### config.mk
export PLATFORM = sky130hd
export DESIGN_NAME = cacheline_adaptor
export DESIGN_NICKNAME = d
export VERILOG_FILES = /design/src/rtl/cacheline_adaptor.sv
export SDC_FILE = /design/constraint.sdc
export NUM_CORES = 1
export LEC_CHECK = 0
export CAP_MARGIN = 20
export CORE_MARGIN = 2
export CORE_UTILIZATION = 23
export DETAILED_ROUTE_END_ITERATION = 16
export PLACE_DENSITY = 0.58
export SLEW_MARGIN = 30
export SYNTH_ARGS = -nofsm -noshare
export SYNTH_HDL_FRONTEND = slang
export SYNTH_SLANG_ARGS = --single-unit
export TNS_END_PERCENT = 1
### constraint.sdc
create_clock -name clk -period 26 [get_ports clk]
set_input_delay 3.9 -clock clk [delete_from_list [all_inputs] [get_ports clk]]
set_output_delay 3.9 -clock clk [all_outputs]
set_load 0.02 [all_outputs]
### src/rtl/cacheline_adaptor.sv
// Cache-side line responder: turns one 256-bit pmem read/write into a burst of
// BURST_WIDTH-bit beats on the downstream memory bus, gathering or splitting the line.
module cacheline_adaptor #(
  parameter int unsigned LINE_WIDTH  = 256,
  parameter int unsigned BURST_WIDTH = 64
) (
  input  logic                   clk,
  input  logic                   rst,
  input  logic                   pmem_read,
  input  logic                   pmem_write,
  input  logic [31:0]            pmem_address,
  input  logic [LINE_WIDTH-1:0]  pmem_wdata,
  output logic [LINE_WIDTH-1:0]  pmem_rdata,
  output logic                   pmem_resp,
  output logic [31:0]            burst_address,
  output logic                   burst_read,
  output logic                   burst_write,
  output logic [BURST_WIDTH-1:0] burst_wdata,
  input  logic [BURST_WIDTH-1:0] burst_rdata,
  input  logic                   burst_resp
);

  localparam int unsigned Beats = LINE_WIDTH / BURST_WIDTH;
  localparam int unsigned CntW  = (Beats > 1) ? $clog2(Beats) : 1;
  localparam logic [CntW-1:0] LastBeat = CntW'(Beats - 1);

  typedef enum logic [1:0] {StIdle, StRead, StWrite, StResp} state_e;

  state_e                  state_q, state_d;
  logic [CntW-1:0]         cnt_q, cnt_d;
  logic [31:0]             addr_q, addr_d;
  logic [LINE_WIDTH-1:0]   rline_q, rline_d;
  logic [LINE_WIDTH-1:0]   wline_q, wline_d;
  logic                    burst_read_q, burst_read_d;
  logic                    burst_write_q, burst_write_d;

  // Line offset bits are dropped from the burst address.
  logic unused_addr_bits;
  assign unused_addr_bits = ^pmem_address[4:0];

  always_comb begin
    state_d = state_q;
    cnt_d   = cnt_q;
    addr_d  = addr_q;
    rline_d = rline_q;
    wline_d = wline_q;
    unique case (state_q)
      StIdle: begin
        // Write wins if both requests are (illegally) high.
        if (pmem_write) begin
          addr_d  = {pmem_address[31:5], 5'b0};
          wline_d = pmem_wdata;
          cnt_d   = '0;
          state_d = StWrite;
        end else if (pmem_read) begin
          addr_d  = {pmem_address[31:5], 5'b0};
          cnt_d   = '0;
          state_d = StRead;
        end
      end
      StRead: begin
        if (burst_resp) begin
          rline_d[32'(cnt_q) * BURST_WIDTH +: BURST_WIDTH] = burst_rdata;
          if (cnt_q == LastBeat) begin
            cnt_d   = '0;
            state_d = StResp;
          end else begin
            cnt_d = cnt_q + 1'b1;
          end
        end
      end
      StWrite: begin
        if (burst_resp) begin
          if (cnt_q == LastBeat) begin
            cnt_d   = '0;
            state_d = StResp;
          end else begin
            cnt_d = cnt_q + 1'b1;
          end
        end
      end
      StResp: begin
        state_d = StIdle;
      end
      default: begin
        state_d = StIdle;
      end
    endcase
    // Burst requests are flopped from the next state so they line up with it.
    burst_read_d  = (state_d == StRead);
    burst_write_d = (state_d == StWrite);
  end

  always_ff @(posedge clk or posedge rst) begin
    if (rst) begin
      state_q       <= StIdle;
      cnt_q         <= '0;
      addr_q        <= '0;
      rline_q       <= '0;
      wline_q       <= '0;
      burst_read_q  <= 1'b0;
      burst_write_q <= 1'b0;
    end else begin
      state_q       <= state_d;
      cnt_q         <= cnt_d;
      addr_q        <= addr_d;
      rline_q       <= rline_d;
      wline_q       <= wline_d;
      burst_read_q  <= burst_read_d;
      burst_write_q <= burst_write_d;
    end
  end

  assign pmem_rdata    = rline_q;
  assign pmem_resp     = (state_q == StResp);
  assign burst_address = addr_q;
  assign burst_read    = burst_read_q;
  assign burst_write   = burst_write_q;
  assign burst_wdata   = wline_q[32'(cnt_q) * BURST_WIDTH +: BURST_WIDTH];

endmodule

# After elaboration in Yosys (flattened, before gate mapping)
# Index checks and enable logic that the tools add are counted.
# Widths: inputs -> output; s select.
dict set report word_totals {
  ff_bits 550
  elab_cells 41
  output_inout_bits 355
  in_bits 357
}
dict set report classes {
  n_reduce_logical 8
  add_sub_neg 2
  n_shift 3
  eq_ne 8
  mux 13
}
# operator count
set op_table {}
lappend op_table {{$bwmux 256} 1}
lappend op_table {{$shift 64x34->256 const A} 1}
lappend op_table {{$shiftx 256x9->64} 1}
lappend op_table {{$shiftx 64x34->256} 1}
lappend op_table {{$mux 32} 2}
lappend op_table {{$neg 8->34} 1}
lappend op_table {{$mux 2} 8}
lappend op_table {{$eq 2x2->1 const B} 4}
lappend op_table {{$pmux 2 s3} 1}
lappend op_table {{$reduce_and 2->1} 3}
lappend op_table {{$eq 2x1->1 const B} 2}
lappend op_table {{$pmux 2 s2} 1}
lappend op_table {{$reduce_bool 2->1} 2}
lappend op_table {{$ne 3x3->1 const B} 1}
lappend op_table {{$reduce_and 3->1} 1}
lappend op_table {{$add 2x1->2 const B} 1}
lappend op_table {{$logic_not 2->1} 1}
lappend op_table {{$ne 2x1->1 const B} 1}
lappend op_table {{$reduce_or 2->1} 1}

# Depth between registers and ports, before layout
# Gate-level depths: netlist (run 1).
dict set report depth {
  depth_word 5
  mapped_depth 10
  depth_no_buf 5
}

# Worst setup path after synthesis (run 1)
# OpenSTA, ideal clock, no wires.
dict set report synth_timing {
  kind {flip-flop to output port}
  start {register cnt_q[0]}
  end {output port burst_wdata[10]}
  path_buffers 3
  required_ps 22100
  t_arrival_ps 1518
  setup_slack_ps 20582
  path_stages_with_launch 5
  path_cell_list {dfrtp_1 > buf_2 > buf_4 > buf_4 > mux4_2}
}
dict set report synth_via {
  elab_chain_cells 1
}
# item line
set synth_rtl {}
lappend synth_rtl {{from (decl)} 30} ;# logic [CntW-1:0] cnt_q, cnt_d;
lappend synth_rtl {{from (signal assigned)} 105} ;# cnt_q <= cnt_d;
lappend synth_rtl {{$shiftx 256x9->64} 119} ;# assign burst_wdata = wline_q[32'(cnt_q) * BURST_WIDTH +: BURST_WIDTH];
lappend synth_rtl {{to (decl)} 18} ;# output logic [BURST_WIDTH-1:0] burst_wdata,
# Every way passes these cells.

# Worst setup path in the final report (run 1)
dict set report layout_timing {
  start {register cnt_q[0]}
  end {output port burst_wdata[6]}
}
# The elaborated chain is that of the path after synthesis.

==> results.md, run 1 <==
* Total CTS buffers at 66
* Seq pwr share at 37.4%
* Crit-path max FO at 37
* Hpwl dp at 52300 um
* Hold buffer count at cts at 0
* Overflow after GRT at 0
* Most used cell, CP: buf_4
* Clock root buffer master: clkbuf_16
* Worst-case hold slack at 0.485 ns
* Critical path class: register to output port
* Starting density of the core at 23.1%
* CTS max path bufs at 3
* Cell internal pwr at 2350 uW
* # setup viols final at 0
* Cell Chain, Critical Path: buf_4, buf_4, mux4_2, clkdlybuf4s50_1
* Most common cell after layout, fill and taps aside: clkdlybuf4s50_1
* Vias/cell at 4.47
* Row Count at 112
* All-layer global routing usage at 14.8%
* RSZ-0062 raised after global routing: false
* Logic pwr share at 36.2%
* Ys flop type: dfrtp_1
* Unique masters post-synth at 34
* Worst Path Buf+Inv at 3
* Storage element area at 13600 um^2
* CP max-delay cell: buf_4
* Routability cong. at 0.791
* First-pass GRT wire length at 106000 um
* Mean post-synth cell area at 16.4 um^2
* Routed Antenna Nets at 0
* Data required time of the worst path at 22.10 ns
* Multi-input logic area at 7340 um^2
* Final WL at 72300 um
* CP top delay family: buffers and inverters
* Commonest cells after routing, fill and taps aside: clkdlybuf4s50_1, dfrtp_1, mux2_1, a22o_1, clkbuf_16
* Area of the mapped netlist at 21500 um^2
* CTS resizes at 0
* 1st-iter DRT viols at 852
* CP Capture Type: output port
* Placeable Area at 92900 um^2
* Net Sw Frac at 32.2%
* Via count at 14700
* Vias in the first global route at 16000
* Post-route DRC violation count at 0
* Clock Latency Late Sink at 0.62 ns
* CP max stage delay at 0.69 ns
* Clock power frac at 26.4%
* Asr flop ratio synth at 100%
* Max-slew headroom at 32.0%
* Die area at 95700 um^2
* Fin crit period at 7.68 ns
* Critical Path Source Type: register
* Layout Skew at 0.0271 ns
* Largest net degree at the start of global routing at 115
* Max Freq at 0.130 GHz
* Setup TNS at 0 ns
* Critical Path AT at 3.78 ns
* DRT Pass-1 Iters at 5
* PwrDens at 108 nW/um^2
* Worst slew pin tran at 1.02 ns
* Max Cap Viol at 0
* Fillers at 8970
* WL/cell at 21.9 um
* Initial antenna violation count at 13
* Die H at 309 um
* Post-synthesis instance total at 1305
* EDFF count, synth at 0
* Period utilization at 29.5%
* Die width at 309 um
* Ys Warns at 0
* Leak at 0.0134 uW
* Max Slew Vio Count at 0
* Fin nets at 2367
* Status: finished clean
* Share of cells above drive strength 1 at 10.2%
* Sw Pwr at 1120 uW
* Post-CTS Setup Bufs at 0
* Port Buffers at 701
* Area Growth Syn to Fin at 49.6%
* Hold Vio Cnt, Final at 0
* Number of primary I/O pins at 712
* Seq/Total Area, Yosys at 63.6%
* Clock sinks at 545
* Yosys reg bits at 545
* Hold Crit Class: register to register
* VDD IR-drop max at 81.8 uV
* CTS tree: done
* Clk slew on worst S/H paths at 0.06 ns
* Htree depth at 3
## per-layer routing
| layer | routed length, um | global-route usage, % | vias up |
|---|---|---|---|
| li1 | - | - | 6340 |
| met5 | 112 | 0 | - |
| met1 | 27700 | 16.9 | 7557 |
| met4 | 2140 | 5.02 | 18 |
| met3 | 8070 | 7.14 | 151 |
| met2 | 34200 | 24.3 | 683 |
## sequential cells by signal, indices dropped and copies added (netlist names)
name / count
cnt_q: 2
wline_q: 256
state_q: 2
burst_write: 1
pmem_rdata: 256
burst_read: 1
burst_address: 27
## cells by family after synthesis
family,Yosys count,synth area share (%)
AO/OA/AOI/OAI,263,10.7
adder cells (fa/ha/maj),10,0.583
buffers and inverters,112,2.64
flip-flops,545,63.6
multiplexers,349,21.7
other,1,0.0175
AND/OR/NAND/NOR,25,0.840
## power by group through the flow
stage / Combinational, uW / Clock (uW) / Sequential [uW]
floorplan: 657 / 0 / 1350
global placement: 1260 / 0 / 1290
detailed placement: 1270 / 0 / 1310
CTS: 1280 / 949 / 1300
global route: 1350 / 984 / 1330
finish: 1260 / 917 / 1300
## layout make-up
type | count | share of cell area (%)
antenna | 2 | 0.0156
clock buffer | 93 | 6.04
clock inverter | 20 | 0.725
inverter | 7 | 0.105
multi-input combinational | 652 | 22.9
sequential | 545 | 42.5
tap | 1254 | 4.89
timing repair buffer | 728 | 22.8
## worst paths after layout
kind | from | end | slack [ns] | depth (start not counted)
worst min register to register | wline_q[92] | wline_q[92] | 0.49 | 1
worst max register to register | state_q[0] | wline_q[84] | 22.03 | 7
worst max-delay path | cnt_q[0] | burst_wdata[6] | 18.32 | 4
max in group asynchronous | rst | pmem_rdata[204] | 19.16 | 6
worst min-delay path | wline_q[92] | wline_q[92] | 0.49 | 1
min in group asynchronous | rst | wline_q[171] | 3.63 | 2
## per-stage QoR
stage / setup WS, ns / util, % / total power, uW / area (um^2) / std cells
floorplan: 6.86 / - / 2010 / 21500 / 1309
global placement: 17.72 / 32.0 / 2550 / 29800 / 3180
detailed placement: 17.62 / 32.1 / 2590 / 29800 / 3184
CTS: 18.13 / 34.5 / 3530 / 32000 / 3297
global route: 18.02 / 34.5 / 3660 / 32100 / 3300
finish: 18.32 / 34.5 / 3470 / 32100 / 3301
## Yosys cell counts (2+ instances only)
library cell  instances  share of area [%]
inv_1                 6               0.10
ha_1                 10               0.58
and3_1                3              0.088
nand3_1               4              0.093
nor2_1                2              0.035
buf_4                23               0.80
nand2_1               3              0.052
clkbuf_1             33               0.58
nand2b_1              2              0.058
a21oi_1               3              0.070
mux4_2               64                6.7
dfrtp_1             545                 64
a22o_1              256                 10
mux2i_1               2              0.093
mux2_1              283                 15
buf_2                48                1.1
Note: power is estimated with default switching activity, not from simulation.
==> inputs of run 2 (changes only) <==
--- a/config.mk
+++ b/config.mk
@@ -9,7 +9,7 @@
 export CORE_MARGIN = 2
 export CORE_UTILIZATION = 23
 export DETAILED_ROUTE_END_ITERATION = 16
-export PLACE_DENSITY = 0.58
+export PLACE_DENSITY = 0.6
 export SLEW_MARGIN = 30
 export SYNTH_ARGS = -nofsm -noshare
 export SYNTH_HDL_FRONTEND = slang
==> constraint.sdc (replaced) <==
create_clock -name clk -period 6.7 [get_ports clk]
set_input_delay 1.005 -clock clk [delete_from_list [all_inputs] [get_ports clk]]
set_output_delay 1.005 -clock clk [all_outputs]
set_load 0.02 [all_outputs]
==> run 2 against run 1 <==
Against the previous run:
- flip-flop and latch count unchanged
- combinational power increased to 3.9 times the previous value
- clock skew shrank 0.0022 ns
- cell area shrank 0.12%
- critical endpoint is now burst_wdata[13]
==> results.md, run 2 (same netlist as run 1, synthesis figures left out) <==
* WL/cell at 22.6 um
* Clock sinks at 545
* Die width at 309 um
* VDD IR-drop max at 263 uV
* Commonest cells after routing, fill and taps aside: clkdlybuf4s50_1, dfrtp_1, mux2_1, a22o_1, mux4_2
* Die H at 309 um
* CTS tree: done
* # setup viols final at 0
* CTS resizes at 0
* CTS max path bufs at 3
* Max Freq at 0.238 GHz
* Placed Cells at 3186
* Via count at 14900
* Htree depth at 2
* Status: finished clean
* Clock root buffer master: clkbuf_16
* Clk slew on worst S/H paths at 0.06 ns
* Leak at 0.0134 uW
* Routed Antenna Nets at 0
* Area Growth Syn to Fin at 49.4%
* Number of primary I/O pins at 712
* Worst slew pin tran at 1.02 ns
* CP top delay family: buffers and inverters
* Placeable Area at 92900 um^2
* Fin nets at 2367
* Final WL at 74700 um
* CP max stage delay at 0.65 ns
* Routability cong. at 0.789
* Final cell count without fillers at 3311
* Initial antenna violation count at 14
* Layout Skew at 0.0250 ns
* DRT Pass-1 Iters at 4
* Critical path class: register to output port
* Hold Vio Cnt, Final at 0
* Most common cell after layout, fill and taps aside: clkdlybuf4s50_1
* Worst Path Buf+Inv at 3
* First-pass GRT wire length at 108000 um
* Post-CTS Setup Bufs at 0
* CP max-delay cell: dfrtp_4
* Hold Crit Class: register to register
* Port Buffers at 701
* Max Slew Vio Count at 0
* Starting density of the core at 23.1%
* Fin crit period at 4.20 ns
* Cell Chain, Critical Path: buf_16, buf_4, mux4_2, clkdlybuf4s50_1
* Largest net degree at the start of global routing at 171
* Die area at 95700 um^2
* Data required time of the worst path at 5.69 ns
* Worst-case hold slack at 0.483 ns
* Share of cells above drive strength 1 at 10.2%
* Max Cap Viol at 0
* Post-route DRC violation count at 0
* CP Capture Type: output port
* Total CTS buffers at 61
* PwrDens at 417 nW/um^2
* Critical Path AT at 3.20 ns
* Row Count at 112
* Vias in the first global route at 16100
* Overflow after GRT at 0
* Vias/cell at 4.49
* 1st-iter DRT viols at 905
* RSZ-0062 raised after global routing: false
* Critical Path Source Type: register
* Clock Latency Late Sink at 0.64 ns
* Hold buffer count at cts at 0
* Period utilization at 62.8%
* Max-slew headroom at 31.9%
* Crit-path max FO at 25
* Hpwl dp at 53900 um
* Setup TNS at 0 ns
* Design Power at 13400 uW
* All-layer global routing usage at 15.2%
run 2: final cells by class:
cell class / instances / area [um^2]
clock inverters: 19 / 185
flip-flops and latches: 545 / 13600
clock buffers: 96 / 1840
multi-input cells: 652 / 7340
fillers: 8949 / 60900
diodes: 5 / 12.5
repair buffers: 733 / 7420
well taps: 1254 / 1570
inverters: 7 / 30.0
run 2: worst reg2reg max path, delay by kind of cell (launching register included):
family | cells | cell delay [ns]
simple gates | 2 | 0.44
flops | 1 | 0.94
buf+inv | 2 | 0.90
fa+ha+maj | 1 | 0.52
compound gates | 1 | 0.46
run 2: worst paths after layout:
path	startpoint	endpoint	slack, ns	cells after the start
worst min-delay path	wline_q[143]	wline_q[143]	0.48	1
max in group asynchronous	rst	pmem_rdata[21]	4.48	5
worst max register to register	cnt_q[1]	pmem_rdata[143]	3.39	6
min in group asynchronous	rst	wline_q[133]	0.73	2
worst max-delay path	cnt_q[0]	burst_wdata[13]	2.50	4
worst min register to register	wline_q[143]	wline_q[143]	0.48	1
run 2: through the flow:
step | util [%] | worst slack, ns | instance area [um^2]
6_report | 34.5 | 2.50 | 32000
5_1_grt | 34.5 | 2.27 | 32000
4_1_cts | 34.3 | 2.16 | 31900
3_5_place_dp | 32.1 | 2.88 | 29900
3_3_place_gp | 32.1 | 2.86 | 29800
2_1_floorplan | - | -1.72 | 21500
run 2: per-layer routing:
layer  track usage [%]  part of all wire, %  vias up
li1                  -                    -     6357
met1              18.0                   40     7729
met2              24.7                   47      663
met3              5.78                  9.6      117
met4              6.24                  3.2       10
met5                 0                0.095        -
run 2: power breakdown:
part / internal, uW / total (uW) / switching, uW / leakage, uW
clock: 1990 / 3370 / 1380 / 0.000994
combinational: 2620 / 4900 / 2280 / 0.00545
sequential: 4410 / 5090 / 685 / 0.00692
==> edit 1, RTL diff (settings of run 1) <==
Set the parameter `BURST_WIDTH` to 128 (it was 64).
--- a/src/rtl/cacheline_adaptor.sv
+++ b/src/rtl/cacheline_adaptor.sv
@@ -3,5 +3,5 @@
 module cacheline_adaptor #(
   parameter int unsigned LINE_WIDTH  = 256,
-  parameter int unsigned BURST_WIDTH = 64
+  parameter int unsigned BURST_WIDTH = 128
 ) (
   input  logic                   clk,
Ports: changed (resized burst_rdata and burst_wdata); port bits go from 712 to 840. The function was not compared with the original's and may differ.
==> edit 1 against run 1 <==
  * Maximum frequency shrank 1.4%
  * Sequential cell count shrank 1
  * Cell area grew 4.9%
  * Largest cell class unchanged
  * Sequential power grew 14%
  * Synthesized cell count grew 1.1%
  * Non-clock buffer count grew 117
  * Synthesized area grew 2.2%
  * Worst setup slack lost 110 ps
  * Count of clock-buffer cells in the layout grew 3
  * Power grew 29%
  * Routed wire length shrank 4.3%
==> edit 1: results (changes against run 1) <==
| Metric | Value |
|---|---|
| CP Max Fanout | 52 (was 37) |
| Final setup vio count | 0 (unchanged) |
| IO Port Bufs | 829 (was 701) |
| Antenna violations before repair | 17 (was 13) |
| Max VDD drop | 0.0757 mV (was 0.0818 mV) |
| Pin count of the biggest net entering global routing | 137 (was 115) |
| Routing usage on met2 | 23.9% (was 24.3%) |
| Fin area | 0.0337 mm² (was 0.0321 mm²) |
| Share of layout cells above drive strength 1 | 35.9% (was 10.2%) |
| Worst-margin pin slew | 953 ps (was 1020 ps) |
| Post-cts resize count | 0 (unchanged) |
| Synth cell types | 23 (was 34) |
| Clock skew | 16.2 ps (was 27.1 ps) |
| Hold WC Path Type | reg2reg (unchanged) |
| CTS Root Cell | clkbuf_16 (unchanged) |
| Vias | 14.3k (was 14.7k) |
| Met1 GRT Util | 14.7% (was 16.9%) |
| CTS H-tree lvls | 3 (unchanged) |
| Number of global-route vias before repair | 16.0k (about the same) |
| # Post-CTS Setup Buffers | 0 (unchanged) |
| Gr usage total | 13.9% (was 14.8%) |
| Placed Area | 0.0314 mm² (was 0.0298 mm²) |
| Commonest cells in the netlist | mux2_2, dfrtp_1, buf_2 (was dfrtp_1, mux2_1, a22o_1) |
| Post-synth ARST share | 100% (unchanged) |
| CTS Buffer Depth | 3 (unchanged) |
| Synthesized cell area | 0.0219 mm² (was 0.0215 mm²) |
| Reg clk slew, reported paths | 60 ps (about the same) |
| Crit path DAT | 3890 ps (was 3780 ps) |
| Drt pass-1 iters | 4 (was 5) |
| DR DRC count | 0 (unchanged) |
| GP Congestion | 0.814 (was 0.791) |
| Post-route ant nets | 0 (unchanged) |
| Worst skew pair latency | 610 ps |
| Num CTS Buffers | 66 (unchanged) |
| Post-DR wirelength/cell | 19.8 µm (was 21.9 µm) |
| Detailed Place HPWL | 51900 µm (was 52300 µm) |
| Synth area leaders | dfrtp_1, mux2_2, buf_6, buf_2, buf_4 (was dfrtp_1, mux2_1, a22o_1, mux4_2, buf_2) |
| Top FF cell, synth | dfrtp_1 (unchanged) |
| Global routing usage on met3 | 5.88% (was 7.14%) |
| DR iter-0 viols | 512 (was 852) |
| Static Leak | 14.0 nW (was 13.4 nW) |
| First-pass GRT wire length | 103000 µm (was 106000 µm) |
| Outcome | completed (unchanged) |
| Layout fillers | 9088 (was 8970) |
| Register area share after synthesis | 62.1% (was 63.6%) |
| Fin nets | 2583 (was 2367) |
| Yosys warns | 0 (unchanged) |
[edit 1: per-stage QoR]
step                      std cells  setup slack [ps]
after floorplan                1323              6890
after global placement         3354             17810
after detailed placement       3355             17620
after CTS                      3475             17950
after global routing           3487             17910
final                          3487             18210
[edit 1: kinds of logic after synthesis]
group	count (synthesis)	share of synthesized area, %
multiplexers	667	34.3
other	1	0.0171
flip-flops	544	62.1
buffers and inverters	82	2.76
AND/OR/NAND/NOR	13	0.405
adder cells (fa/ha/maj)	4	0.228
AO/OA/AOI/OAI	8	0.228
[edit 1: worst max-delay path: stages, from the launching register on]
cell,delay (ps)
dfrtp_4,760
buf_4,690
buf_4,730
mux2_2,420
clkdlybuf4s50_1,560
[edit 1: cell type report]
cell class,count,share of cell area [%]
multi-input combinational,697,23.0
inverter,4,0.0818
sequential,544,40.5
tap,1265,4.70
antenna,12,0.0892
clock buffer,96,5.72
timing repair buffer,845,25.1
clock inverter,24,0.866
[edit 1: path summary, 6_finish.rpt]
| kind | startpoint | to | slack [ps] | cells past startpoint |
|---|---|---|---|---|
| worst max-delay path | cnt_q | burst_wdata[90] | 18210 | 4 |
| worst min-delay path | wline_q[89] | wline_q[89] | 500 | 1 |
| worst max register to register | state_q[0] | wline_q[180] | 21720 | 7 |
| worst min register to register | wline_q[89] | wline_q[89] | 500 | 1 |
| max in group asynchronous | rst | wline_q[50] | 19620 | 5 |
| min in group asynchronous | rst | burst_address[17] | 3830 | 2 |
[edit 1: power breakdown]
| part | internal [mW] | switching, mW | total [mW] |
|---|---|---|---|
| combinational | 1.11 | 0.954 | 2.06 |
| clock | 0.568 | 0.374 | 0.942 |
| sequential | 1.26 | 0.217 | 1.48 |
[edit 1: per-layer routing]
layer | wire length (µm) | up-vias
li1 | - | 6401
met1 | 24600 | 7183
met2 | 35300 | 578
met3 | 6850 | 112
met4 | 2430 | 0
met5 | 0 | -
==> edit 2, RTL diff (config.mk and constraints of run 1) <==
Made on the original files. Remove the register `burst_write_q`: a continuous assignment takes its place, so the output `burst_write` follows one clock earlier.
--- a/src/rtl/cacheline_adaptor.sv
+++ b/src/rtl/cacheline_adaptor.sv
@@ -100,5 +100,4 @@
       wline_q       <= '0;
       burst_read_q  <= 1'b0;
-      burst_write_q <= 1'b0;
     end else begin
       state_q       <= state_d;
@@ -108,7 +107,8 @@
       wline_q       <= wline_d;
       burst_read_q  <= burst_read_d;
-      burst_write_q <= burst_write_d;
     end
   end
+
+  assign burst_write_q = burst_write_d;
 
   assign pmem_rdata    = rline_q;
Formal check against the unedited RTL: not equivalent (Yosys sat finds a counterexample within 4 cycles, from zero or initial values and one cycle with rst high).
==> edit 2 against run 1 <==
  * Worst setup slack got worse by 2400 ps
  * Power down 1.6%
  * Routed wire length up 0.45%
  * Synthesized area decreased by 0.12%
  * Largest cell class unchanged
  * Register-to-register slack got worse by 40 ps
  * Critical path type is now in2out
  * Cell area decreased by 1.0%
  * Sequential cell count fell by 1
  * Maximum frequency fell by 24%
==> edit 2: results (changes against run 1) <==
| Metric | Value |
|---|---|
| CTS Root Cell | clkbuf_16 (unchanged) |
| Clock skew | 19.5 ps (was 27.1 ps) |
| First-pass GRT wire length | 106000 µm (about the same) |
| Pin count of the biggest net entering global routing | 151 (was 115) |
| DR iter-0 viols | 1078 (was 852) |
| Num CTS Buffers | 61 (was 66) |
| Place WS | 15810 ps (was 17620 ps) |
| Gr usage total | 14.7% (was 14.8%) |
| Total wire length | 72600 µm (was 72300 µm) |
| Family with the most delay on the worst path | buffers and inverters (unchanged) |
| Worst-margin pin slew | 946 ps (was 1020 ps) |
| Max VDD drop | 0.0694 mV (was 0.0818 mV) |
| Outcome | completed (unchanged) |
| Pint | 2.29 mW (was 2.35 mW) |
| Synth area leaders | dfrtp_1, mux2_1, a22o_1, mux4_2, buf_2 (unchanged) |
| Antenna violations before repair | 12 (was 13) |
| Drt pass-1 iters | 7 (was 5) |
| Vias per cell | 4.47 (about the same) |
| Reg clk slew, reported paths | 60 ps (about the same) |
| Worst skew pair latency | 630 ps |
| Placed Area | 0.0297 mm² (was 0.0298 mm²) |
| Crit path DAT | 6190 ps (was 3780 ps) |
| Number of global-route vias before repair | 15.9k (was 16.0k) |
| CP Max Fanout | 10 (was 37) |
| Crit path largest cell delay | 850 ps (was 690 ps) |
| Detailed Place HPWL | 52200 µm (was 52300 µm) |
| Register area share after synthesis | 63.5% (was 63.6%) |
| Static Leak | 13.2 nW (was 13.4 nW) |
| Fin nets | 2356 (was 2367) |
| Slowest CP cell | clkdlybuf4s50_1 (was buf_4) |
| Share of layout cells above drive strength 1 | 9.58% (was 10.2%) |
| Commonest cells in the netlist | dfrtp_1, mux2_1, a22o_1 (unchanged) |
| CTS H-tree lvls | 2 (was 3) |
| GP Congestion | 0.815 (was 0.791) |
| Post-cts resize count | 0 (unchanged) |
==> edit 2: cell families (layout without fill, tap and decap cells) <==
kind of cell / after synthesis / count (layout) / synth area share (%)
adder cells (fa/ha/maj): 10 / 10 / 0.584
flip-flops: 544 / 544 / 63.5
buffers and inverters: 112 / 839 / 2.65
other: 1 / 8 / 0.0175
multiplexers: 349 / 349 / 21.7
AND/OR/NAND/NOR: 25 / 25 / 0.841
AO/OA/AOI/OAI: 263 / 263 / 10.7
==> edit 2: path summary, 6_finish.rpt <==
kind | endpoint | startpoint | cells after the start | slack, ps
max in group asynchronous | pmem_rdata[79] | rst | 5 | 19480
hold reg to reg | wline_q[38] | wline_q[38] | 1 | 480
setup reg to reg | wline_q[8] | state_q[0] | 7 | 21990
hold / removal | wline_q[38] | wline_q[38] | 1 | 480
setup / recovery | burst_write | burst_resp | 5 | 15910
min in group asynchronous | wline_q[193] | rst | 2 | 3800
==> edit 2: power by group through the flow <==
stage | combinational [mW] | clock (mW) | sequential [mW]
CTS | 1.28 | 0.867 | 1.32
finish | 1.27 | 0.839 | 1.30
global placement | 1.25 | 0 | 1.31
detailed placement | 1.27 | 0 | 1.33
global route | 1.36 | 0.903 | 1.34
floorplan | 0.658 | 0 | 1.35
==> edit 2: final cells by class <==
class | instances | area (µm²)
fill | 8892 | 60200
sequential | 544 | 13600
multi-input combinational | 652 | 7340
timing repair buffer | 723 | 7260
clock buffer | 89 | 1750
tap | 1243 | 1560
clock inverter | 20 | 179
inverter | 7 | 38.8
antenna | 3 | 7.51
==> edit 2: worst register-to-register path, cell delays in order (launching register included) <==
cell     delay, ps
dfrtp_1        430
inv_1           90
ha_1           310
nand2_8        410
buf_4          770
buf_6          670
buf_4          760
mux2_1         430
==> edit 2: routing by layer <==
| layer | up-vias | GRT usage [%] | wire (µm) |
|---|---|---|---|
| li1 | 6331 | - | - |
| met1 | 7530 | 18.0 | 29000 |
| met2 | 675 | 23.2 | 33200 |
| met3 | 124 | 6.37 | 8300 |
| met4 | 14 | 5.02 | 1990 |
| met5 | - | 0 | 80 |
==> edit 2: stage by stage <==
| step | power [mW] | utilization [%] | std cells |
|---|---|---|---|
| after floorplan | 2.01 | - | 1308 |
| after global placement | 2.57 | 32.3 | 3164 |
| after detailed placement | 2.60 | 32.3 | 3166 |
| after CTS | 3.47 | 34.4 | 3275 |
| after global routing | 3.60 | 34.5 | 3281 |
| final | 3.41 | 34.5 | 3281 |
